[config.mk]
export PLATFORM = sky130hd
export DESIGN_NAME = tcp_ack_rx
export DESIGN_NICKNAME = d
export VERILOG_FILES = /design/src/rtl/tcp_ack_rx.sv
export SDC_FILE = /design/constraint.sdc
export NUM_CORES = 1
export LEC_CHECK = 0
export BUFFER_PORTS_ARGS = -buffer_cell sky130_fd_sc_hd__buf_2
export CAP_MARGIN = 20
export CORE_AREA = 2 2 191 193
export CTS_BUF_LIST = sky130_fd_sc_hd__clkbuf_16
export CTS_CLUSTER_DIAMETER = 80
export DETAILED_ROUTE_END_ITERATION = 8
export DIE_AREA = 0 0 193 195
export PLACE_DENSITY = 0.44
export SLEW_MARGIN = 20
export SYNTH_ARGS = -nofsm -noshare
export SYNTH_HDL_FRONTEND = slang
export SYNTH_SLANG_ARGS = --single-unit
[constraint.sdc]
create_clock -name clk -period 5.7 [get_ports clk]
set_input_delay 1.14 -clock clk [delete_from_list [all_inputs] [get_ports clk]]
set_output_delay 1.14 -clock clk [all_outputs]
set_load 0.05 [all_outputs]
[src/rtl/tcp_ack_rx.sv]
// tcp_ack_rx: passive tap on a 256-bit AXI-Stream packet bus. It parses the
// Ethernet/IPv4/TCP headers in the first two beats of each packet and
// reports every ACK segment of one configured connection, including a
// duplicate-ACK flag. Only C_S_AXIS_DATA_WIDTH = 256 is supported.
// Optional feature: define TCP_ACK_RX_STATS_EN to add the ack_count port
// (matched-ACK counter, wraps at 2^32).
module tcp_ack_rx #(
  parameter int C_S_AXIS_DATA_WIDTH = 256
) (
  input  logic                             clk,
  input  logic                             reset,
  input  logic [C_S_AXIS_DATA_WIDTH-1:0]   s_axis_tdata,
  input  logic [C_S_AXIS_DATA_WIDTH/8-1:0] s_axis_tkeep,
  input  logic                             s_axis_tvalid,
  input  logic                             s_axis_tready,
  input  logic                             s_axis_tlast,
  input  logic [31:0]                      local_ip,
  input  logic [31:0]                      remote_ip,
  input  logic [15:0]                      local_port,
  input  logic [15:0]                      remote_port,
  output logic                             ack_valid,
  output logic                             dup_ack,
  output logic [31:0]                      ack_num,
  output logic [31:0]                      seq_num,
  output logic [15:0]                      ack_win,
  output logic [7:0]                       ack_flags,
  output logic [15:0]                      ack_payload_len
`ifdef TCP_ACK_RX_STATS_EN
  ,
  output logic [31:0]                      ack_count
`endif
);

  typedef enum logic [1:0] {
    ST_IDLE,
    ST_HDR2,
    ST_SKIP
  } state_t;

  state_t r_state;
  state_t w_state_nxt;

  logic        w_accept;

  // Beat 1 fields (bytes 0-31, byte 0 in the top byte lane)
  logic [15:0] w_ethertype;
  logic [7:0]  w_ver_ihl;
  logic [15:0] w_total_len;
  logic [15:0] w_frag;
  logic [7:0]  w_proto;
  logic [31:0] w_src_ip;
  logic [15:0] w_dst_ip_hi;
  logic        w_hdr1_ok;

  // Beat 2 fields (bytes 32-63)
  logic [15:0] w_dst_ip_lo;
  logic [15:0] w_src_port;
  logic [15:0] w_dst_port;
  logic [31:0] w_seq;
  logic [31:0] w_ack;
  logic [3:0]  w_doff;
  logic [7:0]  w_flags;
  logic [15:0] w_win;
  logic [15:0] w_hdr_len;
  logic [15:0] w_payload_len;
  logic        w_hdr2_ok;
  logic        w_report;
  logic        w_dup;

  logic [15:0] r_total_len;
  logic [31:0] r_last_ack;
  logic [15:0] r_last_win;
  logic        r_last_valid;

  // Bits not inspected by any check; referenced here so the tap is explicit
  logic        w_unused;

  assign w_unused = ^{s_axis_tdata, s_axis_tkeep};

  assign w_accept = s_axis_tvalid & s_axis_tready;

  assign w_ethertype = s_axis_tdata[159:144];
  assign w_ver_ihl   = s_axis_tdata[143:136];
  assign w_total_len = s_axis_tdata[127:112];
  assign w_frag      = s_axis_tdata[95:80];
  assign w_proto     = s_axis_tdata[71:64];
  assign w_src_ip    = s_axis_tdata[47:16];
  assign w_dst_ip_hi = s_axis_tdata[15:0];

  assign w_hdr1_ok = (s_axis_tkeep == '1) && !s_axis_tlast &&
                     (w_ethertype == 16'h0800) &&
                     (w_ver_ihl == 8'h45) &&
                     (w_proto == 8'h06) &&
                     ((w_frag & 16'h3FFF) == 16'h0000) &&
                     (w_src_ip == remote_ip) &&
                     (w_dst_ip_hi == local_ip[31:16]);

  assign w_dst_ip_lo = s_axis_tdata[255:240];
  assign w_src_port  = s_axis_tdata[239:224];
  assign w_dst_port  = s_axis_tdata[223:208];
  assign w_seq       = s_axis_tdata[207:176];
  assign w_ack       = s_axis_tdata[175:144];
  assign w_doff      = s_axis_tdata[143:140];
  assign w_flags     = s_axis_tdata[135:128];
  assign w_win       = s_axis_tdata[127:112];

  // IP header is fixed at 20 bytes (IHL 5); TCP header is 4*doff bytes
  assign w_hdr_len     = 16'd20 + {10'd0, w_doff, 2'b00};
  assign w_payload_len = r_total_len - w_hdr_len;

  assign w_hdr2_ok = (s_axis_tkeep[31:10] == '1) &&
                     (w_dst_ip_lo == local_ip[15:0]) &&
                     (w_src_port == remote_port) &&
                     (w_dst_port == local_port) &&
                     w_flags[4] && !w_flags[2] &&
                     (r_total_len >= w_hdr_len);

  assign w_report = (r_state == ST_HDR2) && w_accept && w_hdr2_ok;

  assign w_dup = (w_flags == 8'h10) && (w_payload_len == 16'd0) &&
                 r_last_valid && (w_ack == r_last_ack) &&
                 (w_win == r_last_win);

  // State register
  always_ff @(posedge clk) begin
    if (reset) begin
      r_state <= ST_IDLE;
    end else begin
      r_state <= w_state_nxt;
    end
  end

  // Next-state logic: header beats are consumed only on a handshake
  always_comb begin
    w_state_nxt = r_state;
    unique case (r_state)
      ST_IDLE: begin
        if (w_accept) begin
          if (w_hdr1_ok) begin
            w_state_nxt = ST_HDR2;
          end else if (s_axis_tlast) begin
            w_state_nxt = ST_IDLE;
          end else begin
            w_state_nxt = ST_SKIP;
          end
        end
      end
      ST_HDR2: begin
        if (w_accept) begin
          w_state_nxt = s_axis_tlast ? ST_IDLE : ST_SKIP;
        end
      end
      ST_SKIP: begin
        if (w_accept && s_axis_tlast) begin
          w_state_nxt = ST_IDLE;
        end
      end
      default: w_state_nxt = ST_IDLE;
    endcase
  end

  // Latch IPv4 total length from the first beat of every packet
  always_ff @(posedge clk) begin
    if (reset) begin
      r_total_len <= '0;
    end else if ((r_state == ST_IDLE) && w_accept) begin
      r_total_len <= w_total_len;
    end
  end

  // Report registers: pulse valid/dup, hold data until the next report
  always_ff @(posedge clk) begin
    if (reset) begin
      ack_valid       <= 1'b0;
      dup_ack         <= 1'b0;
      ack_num         <= '0;
      seq_num         <= '0;
      ack_win         <= '0;
      ack_flags       <= '0;
      ack_payload_len <= '0;
    end else begin
      ack_valid <= w_report;
      dup_ack   <= w_report && w_dup;
      if (w_report) begin
        ack_num         <= w_ack;
        seq_num         <= w_seq;
        ack_win         <= w_win;
        ack_flags       <= w_flags;
        ack_payload_len <= w_payload_len;
      end
    end
  end

  // Remember the last reported ACK for duplicate detection
  always_ff @(posedge clk) begin
    if (reset) begin
      r_last_ack   <= '0;
      r_last_win   <= '0;
      r_last_valid <= 1'b0;
    end else if (w_report) begin
      r_last_ack   <= w_ack;
      r_last_win   <= w_win;
      r_last_valid <= 1'b1;
    end
  end

`ifdef TCP_ACK_RX_STATS_EN
  // Matched-ACK counter, free-running wrap
  always_ff @(posedge clk) begin
    if (reset) begin
      ack_count <= '0;
    end else if (w_report) begin
      ack_count <= ack_count + 32'd1;
    end
  end
`endif

endmodule

After elaboration in Yosys (flattened, before gate mapping)
Cells that the tools add are included.

storage, ports and cells
  logic and storage cells = 66
  input bits = 389
  output and inout bits = 106
  register bits = 125

operators by class
  mux-type cells = 6
  bitwise operators = 1
  add/sub/neg operators = 2
  reduce and logical (&&, ||, !) cells = 28
  magnitude comparators = 1
  equal/unequal tests = 18

operators with widths
  operator                                          count
  == test 16 bit                                    5
  == test 32 bit                                    2
  == test 32 bit (second input constant)            1
  zero test 16 bit                                  2
  == test 22 bit (second input constant)            1
  logical AND 1 bit                                 22
  == test 16 x 12 -> 1 bit (second input constant)  1
  greater-or-equal comparator 16 x 7 -> 1 bit       1
  subtractor 16 x 7 -> 16 bit                       1
  two-way mux 2 bit                                 5
  == test 8 x 3 -> 1 bit (second input constant)    1
  == test 8 x 5 -> 1 bit (second input constant)    1
  == test 8 x 7 -> 1 bit (second input constant)    1
  adder 5 x 6 -> 7 bit (first input constant)       1
  != test 2 bit (second input constant)             3
  one-hot mux 2 bit (3 select lines)                1
  AND reduction 3 bit                               1
  == test 2 x 1 -> 1 bit (second input constant)    1
  == test 2 bit (second input constant)             1
  zero test 1 bit                                   2
  zero test 2 bit                                   1
  bitwise AND 1 bit                                 1

Longest topological paths before layout
Gate-level depths: netlist of the first run.

  depth after elaboration = 11
  mapped depth = 12
  mapped depth without buffers = 10

Least setup slack after synthesis of the first run
OpenSTA, ideal clock, no wires.

  path type = input port to flip-flop
  from = in s_axis_tdata[140]
  to = reg dup_ack
  slack = 2.187 ns
  data arrival time = 3.422 ns
  buffers on the path = 0
  setup time = 0.092 ns
  data required time = 5.608 ns
  stages = 10
  path through = inv_1 ha_1 inv_1 fa_1 or4b_1 a221oi_1 and4_1 nand4_1 or4_1 nor4_1

between the ends
  longest elaborated chain between the ends = 8
  elaborated cells between the ends (all ways) = 11
  classes of those cells = add/sub: 2; order compare: 1; reduce/logical: 8

RTL lines
  element                         line  RTL
  from (decl)                     12    input logic [C_S_AXIS_DATA_WIDTH-1:0] s_axis_tdata,
  adder 5 x 6 -> 7 bit            108   assign w_hdr_len = 16'd20 + {10'd0, w_doff, 2'b00};
  subtractor 16 x 7 -> 16 bit     109   assign w_payload_len = r_total_len - w_hdr_len;
  named net w_payload_len[3]      65    logic [15:0] w_payload_len;
  zero test 16 bit                120   assign w_dup = (w_flags == 8'h10) && (w_payload_len == 16'd0) &&
  logical AND 1 bit (2 in a row)  120
  logical AND 1 bit (2 in a row)  121   r_last_valid && (w_ack == r_last_ack) &&
  logical AND 1 bit               183   dup_ack <= w_report && w_dup;
  to (signal assigned)            183
  to (decl)                       22    output logic dup_ack,

The timed path passes the listed nets, and every way through them passes these cells.
A chain may end at the register's enable or synchronous reset.

Worst setup path after layout of the first run
  from = in local_ip[14]
  to = reg ack_payload_len[2]

between the ends
  longest elaborated chain between the ends = 8

RTL lines
  element                         line  RTL
  from (decl)                     17    input logic [31:0] local_ip,
  == test 16 bit                  112   (w_dst_ip_lo == local_ip[15:0]) &&
  logical AND 1 bit               111   assign w_hdr2_ok = (s_axis_tkeep[31:10] == '1) &&
  logical AND 1 bit               112
  logical AND 1 bit               113   (w_src_port == remote_port) &&
  logical AND 1 bit               114   (w_dst_port == local_port) &&
  logical AND 1 bit (2 in a row)  115   w_flags[4] && !w_flags[2] &&
  logical AND 1 bit               118   assign w_report = (r_state == ST_HDR2) && w_accept && w_hdr2_ok;
  to (signal assigned)            189   ack_payload_len <= w_payload_len;
  to (decl)                       27    output logic [15:0] ack_payload_len

Every way passes these cells.

==> results of run 1 <==
==> final cells by class <==
class | instances | area [um2]
timing repair buffer | 460 | 2350
inverter | 24 | 90.1
antenna | 7 | 17.5
fill | 3895 | 25000
clock buffer | 17 | 425
tap | 461 | 577
multi-input combinational | 693 | 4280
clock inverter | 15 | 151
sequential | 125 | 2500
==> cell usage in the layout (no fill, tap or decap), types with 35 or more instances in the layout <==
| master | count |
|---|---|
| buf_2 | 451 |
| dfxtp_1 | 125 |
| a21oi_1 | 121 |
| o21ai_0 | 98 |
| nand3_1 | 95 |
| xor2_1 | 92 |
| nor4_1 | 48 |
| nand2_1 | 44 |
| xnor2_1 | 44 |
| nand4_1 | 35 |
==> worst paths after layout <==
| check | endpoint | cells past startpoint | slack [ns] | start |
|---|---|---|---|---|
| hold reg to reg | r_last_valid | 2 | 0.46 | r_last_valid |
| setup reg to reg | ack_payload_len[2] | 6 | 2.22 | r_state[0] |
| setup / recovery | ack_payload_len[2] | 7 | 1.83 | local_ip[14] |
| hold / removal | r_last_valid | 2 | 0.46 | r_last_valid |
==> flip-flops by register name, indices dropped and copies added (netlist names) <==
name / count
ack_flags: 8
ack_payload_len: 16
ack_valid: 1
dup_ack: 1
r_last_ack: 32
r_last_valid: 1
r_last_win: 16
r_state: 2
r_total_len: 16
seq_num: 32
==> routing by layer <==
layer | wire length [um] | vias up | share of wire, % | GRT usage [%]
li1 | - | 4119 | - | -
met5 | 59 | - | 0.17 | 0
met3 | 2470 | 40 | 7.1 | 4.96
met4 | 667 | 10 | 1.9 | 5.53
met2 | 16000 | 263 | 46 | 28.4
met1 | 15900 | 3895 | 45 | 24.0
==> logic make-up (layout without fill, tap and decap cells) <==
group / Yosys count / after routing / share of synthesized area [%]
buffers and inverters: 86 / 516 / 4.79
AO/OA/AOI/OAI: 256 / 256 / 19.5
flip-flops: 125 / 125 / 35.2
other: 0 / 7 / 0
XOR/XNOR: 136 / 136 / 16.8
AND/OR/NAND/NOR: 293 / 293 / 22.2
adder cells (fa/ha/maj): 8 / 8 / 1.52
==> worst reg2reg max path, delay by kind of cell, from the launching register on <==
| kind | cells | cell delay [ns] |
|---|---|---|
| flip-flops | 1 | 0.52 |
| AND/OR/NAND/NOR | 5 | 2.62 |
| AO/OA/AOI/OAI | 1 | 0.17 |
==> where the power goes <==
group / total, mW / internal, mW / switching [mW]
Combinational: 0.494 / 0.186 / 0.307
Sequential: 0.886 / 0.879 / 0.00706
Clock: 1.11 / 0.618 / 0.488
==> stage by stage <==
| step | power, mW | hold WS (ns) |
|---|---|---|
| finish | 2.49 | 0.461 |
| global route | 2.60 | 0.481 |
| CTS | 2.53 | 0.461 |
| detailed placement | 1.40 | 0.447 |
| global placement | 1.40 | 0.439 |
| floorplan | 1.14 | 0.428 |
==> results.toml, run 1 <==
[yosys]
synth-edff-count = 0
yosysTopAreaCell = "dfxtp_1"
ys_seq_area_share_pct = 35.2
synth-seq-cells = 125
netlist_area_um2 = 7100
syn-num-nets = 1301
synth_cell_types = 38
avgSynthCellArea_um2 = 7.86
synth_top_area_share_pct = 35.2
yosysMostFrequentCell = "dfxtp_1"
syn-instance-count = 904
synthFlopType = "dfxtp_1"
synthTopCellsByArea = "dfxtp_1 35%, xor2_1 11%, a21oi_1 8.5%"
synth_common_cells = "125 x dfxtp_1, 121 x a21oi_1, 98 x o21ai_0"
async_reset_ff_share_pct = 0
synth_warnings = 0

[floorplan]
dieArea_um2 = 37600
ioPinCount = 495
fp.dieW_um = 193
die-height_um = 195
start_util_pct = 20.1
coreArea_um2 = 35400
rows = 69

[routing]
vias = 8327
wl_um = 35100
drt_first_iter_violations = 323
drc = 0
via_per_inst = 4.62
detail-route-antenna-nets = 0
wl_per_cell_um = 19.5
drtPass1Iterations = 4

[critical_path]
cp_max_fo = 92
max_stage_delay_ns = 0.87
crit_arrival_ns = 4.13
end_kind = "flop"
startpoint_type = "primary input"
cp.required_ns = 5.96
critPathBufInv = 1
crit_chain = "buf_2, xor2_1, nor4_1, nand4_1, or4_4, nor2_1, a211oi_1"
critPathKind = "in2reg"
critPathSlowestCell = "nor2_1"
critPathTopFamily = "simple AND/OR/NAND/NOR gates"

[global_routing]
grt-ovfl-total = 0
grt_max_degree = 103
grt.total_usage_pct = 18.1
grt_pass1_vias = 8232
grt_pass1_wl_um = 50500
antenna_found_initial = 12

[pwr]
ir_worst_vdd_mv = 0.212
power.leakage_nw = 4.44
power.density_nw_per_um2 = 239

[clock_tree]
post-cts-setup-buffers = 0
cts_buffers = 17
clockBufferDepth = 2
cts-resized-gates = 0
cts_hold_buffers = 0
cts_tree = "done"
htreeDepth = 4
clk_latency_ns = 0.43
clkTransAtPathRegs_ns = 0.06
clkSinkCount = 125
clockRootBuffer = "clkbuf_16"

[placed_design]
gp_congestion = 0.876
place_ws_ns = 1.30
dp_hpwl_um = 27200
port_buffers = 452
dpl.cell_count = 1762
dpl_cell_area_um2 = 9790

[finish]
area_growth_pct = 46.4
final_cells = 1802
postLayoutCellArea_um2 = 10400
drive_above_1_share_pct = 37.3
final_util_pct = 29.4
fin_nets = 1718

[sta]
clock.fmax_ghz = 0.258
final.setup_skew_ns = 0.0124
fin_tns_setup_ns = 0
min_period_ns = 3.87
worstMarginPinSlew_ns = 1.05
maxSlewHeadroom_pct = 30.0
hold_viol = 0
min_period_over_period_pct = 68.0
rsz0062_at_grt = "no"
setup-violations-final = 0
slew_violations = 0
setup_slack_ns = 1.83

[run]
drv_cap = 0

[outcome]
status = "complete, no violations"

[min_path]
min_path_type = "reg2reg"
Power figures use the tool's default switching activity.
==> inputs of run 2 (changes only) <==
Settings changed: ABC_AREA set to 1, CORE_AREA 2 2 191 193 to 2 2 192 194, DIE_AREA 0 0 193 195 to 0 0 194 196, PLACE_DENSITY 0.44 to 0.48.
Clock period 5.7 ns to 3.7 ns, I/O delays scaled along.
==> run 2 against run 1 <==
  * Global-route usage increased by 2.1 points
  * Synthesized cell count increased by 62%
  * Sequential share of layout area decreased by 3.1 points
  * Total power grew 51%
  * Register-to-register slack worse by 0.98 ns
  * Non-clock buffer count shrank 2
  * Cell count grew 33%
  * Largest power group unchanged
  * Highest routed layer is now met4
==> results.toml, run 2 <==
[pwr]
power.leakage_nw = 6.59
ir_worst_vdd_mv = 0.271
power.density_nw_per_um2 = 316
totalPowerFinal_mw = 3.76

[global_routing]
antenna_found_initial = 9
use_met2_pct = 35.1
grt_max_degree = 109
top_usage_layer = "met2"
grt.total_usage_pct = 20.2
grt_pass1_wl_um = 59100
grt_use_met3_pct = 4.11
grt-ovfl-total = 0
grt_pass1_vias = 10300
gr-usage-met1_pct = 25.1

[clock_tree]
post-cts-setup-buffers = 0
cts_buffers = 17
cts_hold_buffers = 0
cts-resized-gates = 0
clkTransAtPathRegs_ns = 0.06
cts_tree = "done"
clockBufferDepth = 2
htreeDepth = 4
clockRootBuffer = "clkbuf_16"
clkSinkCount = 125
clk_latency_ns = 0.42

[finish]
multi_input_area_um2 = 5060
regArea_um2 = 2500
fin_nets = 2305
drive_above_1_share_pct = 27.5
area_growth_pct = 38.8
final_common_cell = "buf_2"
layout_common_cells = "452 x buf_2, 355 x nor2_1, 349 x nand2_1, 208 x inv_1, 125 x dfxtp_1"
top_regs = "r_last_ack x32, seq_num x32"
fill_cells = 4115

[yosys]
synthTopCellsByArea = "dfxtp_1 29%, nor2_1 16%, nand2_1 15%"
syn-num-nets = 1865
synth-edff-count = 0
async_reset_ff_share_pct = 0
yosysTopAreaCell = "dfxtp_1"
yosysMostFrequentCell = "nor2_1"
syn-instance-count = 1468
synth-seq-cells = 125
synth_warnings = 0
synth_cell_types = 34
synth_common_cells = "355 x nor2_1, 349 x nand2_1, 208 x inv_1"
avgSynthCellArea_um2 = 5.84
synth_top_area_share_pct = 29.2
netlist_area_um2 = 8580
ys_seq_area_share_pct = 29.2
synthFlopType = "dfxtp_1"

[placed_design]
place_ws_ns = 0.517
gp_congestion = 0.926
port_buffers = 452
dp_hpwl_um = 32800

[floorplan]
start_util_pct = 23.8
rows = 70
coreArea_um2 = 36100
dieArea_um2 = 38000
die-height_um = 196
fp.dieW_um = 194
ioPinCount = 495

[critical_path]
startpoint_type = "primary input"
end_kind = "flop"
crit_arrival_ns = 3.09
critPathKind = "in2reg"
r2r_slack_ns = 1.24
r2r_cells = 11
cp.required_ns = 3.97
cp_max_fo = 100

[sta]
setup-violations-final = 0
setup_slack_ns = 0.886
final.setup_skew_ns = 0.0107
maxSlewHeadroom_pct = 58.6
min_period_ns = 2.81
clock.fmax_ghz = 0.355
rsz0062_at_grt = "no"
worstMarginPinSlew_ns = 0.619
hold_viol = 0
min_period_over_period_pct = 76.1
fin_tns_setup_ns = 0
slew_violations = 0

[routing]
vias = 10500
detail-route-antenna-nets = 0
drc = 0
via_per_inst = 4.40
drt_first_iter_violations = 399
wl_um = 39600
drtPass1Iterations = 5
wl_per_cell_um = 16.5

[run]
drv_cap = 0

[outcome]
status = "complete, no violations"

[min_path]
min_path_type = "reg2reg"
whs_path_depth = 2
==> run 2: cell count changes after synthesis, sizes merged, moves of 13 or more <==
| cell | delta |
|---|---|
| nor2 | +337 |
| o21ai | +30 |
| nor4 | -48 |
| inv | +191 |
| a21oi | -84 |
| or2 | +16 |
| a211oi | -13 |
| nand2 | +306 |
| nor3 | +17 |
| nand3 | -53 |
| clkbuf | -32 |
| xor2 | -74 |
| nand4 | +17 |
==> run 2: final cells by class <==
cell class	count	area share, %
tap	468	4.92
multi-input combinational	1091	42.5
clock buffer	17	3.57
inverter	215	6.80
sequential	125	21.0
antenna	10	0.210
timing repair buffer	458	19.8
clock inverter	15	1.26
==> run 2: per-layer routing <==
metal | routed length, um | vias up | share of wire, %
li1 | - | 5462 | -
met1 | 17200 | 4716 | 43
met2 | 19100 | 316 | 48
met3 | 2280 | 51 | 5.8
met4 | 1000 | 0 | 2.5
met5 | 0 | - | 0
==> run 2: path summary, 6_finish.rpt <==
check | end | startpoint
max | r_last_ack[28] | s_axis_tdata[140]
min reg2reg | ack_flags[2] | ack_flags[2]
min | ack_flags[2] | ack_flags[2]
max reg2reg | r_last_ack[28] | r_total_len[2]
==> run 2: critical path: stages <==
cell and delay, ns:
buf_2 0.11, ha_1 0.21, o21ai_0 0.22, ha_1 0.30, inv_1 0.11, nor2_1 0.08
a21oi_2 0.22, nand4_2 0.20, nand3_4 0.15, buf_12 0.34, nand2_1 0.11, nand2_1 0.09
a21oi_1 0.04
==> run 2: logic make-up (layout without fill, tap and decap cells) <==
kind of cell | count (synthesis) | count (layout) | synth area share, %
xor gates and xnor gates | 54 | 54 | 5.51
adders and majority gates | 8 | 8 | 1.25
AOI/OAI and AO/OA | 169 | 169 | 9.99
other | 0 | 10 | 0
DFF | 125 | 125 | 29.2
buffers and inverters | 252 | 705 | 12.0
and+or+nand+nor | 860 | 860 | 42.1
==> run 2: power by group <==
part / switching (mW) / internal, mW
clock network: 0.653 / 0.988
logic: 0.445 / 0.308
registers: 0.0109 / 1.36
total: 1.11 / 2.65
==> run 2: per-stage QoR <==
step / area (um2) / hold slack (ns) / std cells / utilization [%]
CTS: 11900 / 0.466 / 2388 / 32.9
global placement: 11300 / 0.442 / 2356 / 31.3
floorplan: 8580 / 0.433 / 1468 / -
global route: 11900 / 0.488 / 2396 / 33.0
finish: 11900 / 0.465 / 2399 / 33.0
detailed placement: 11300 / 0.454 / 2356 / 31.3
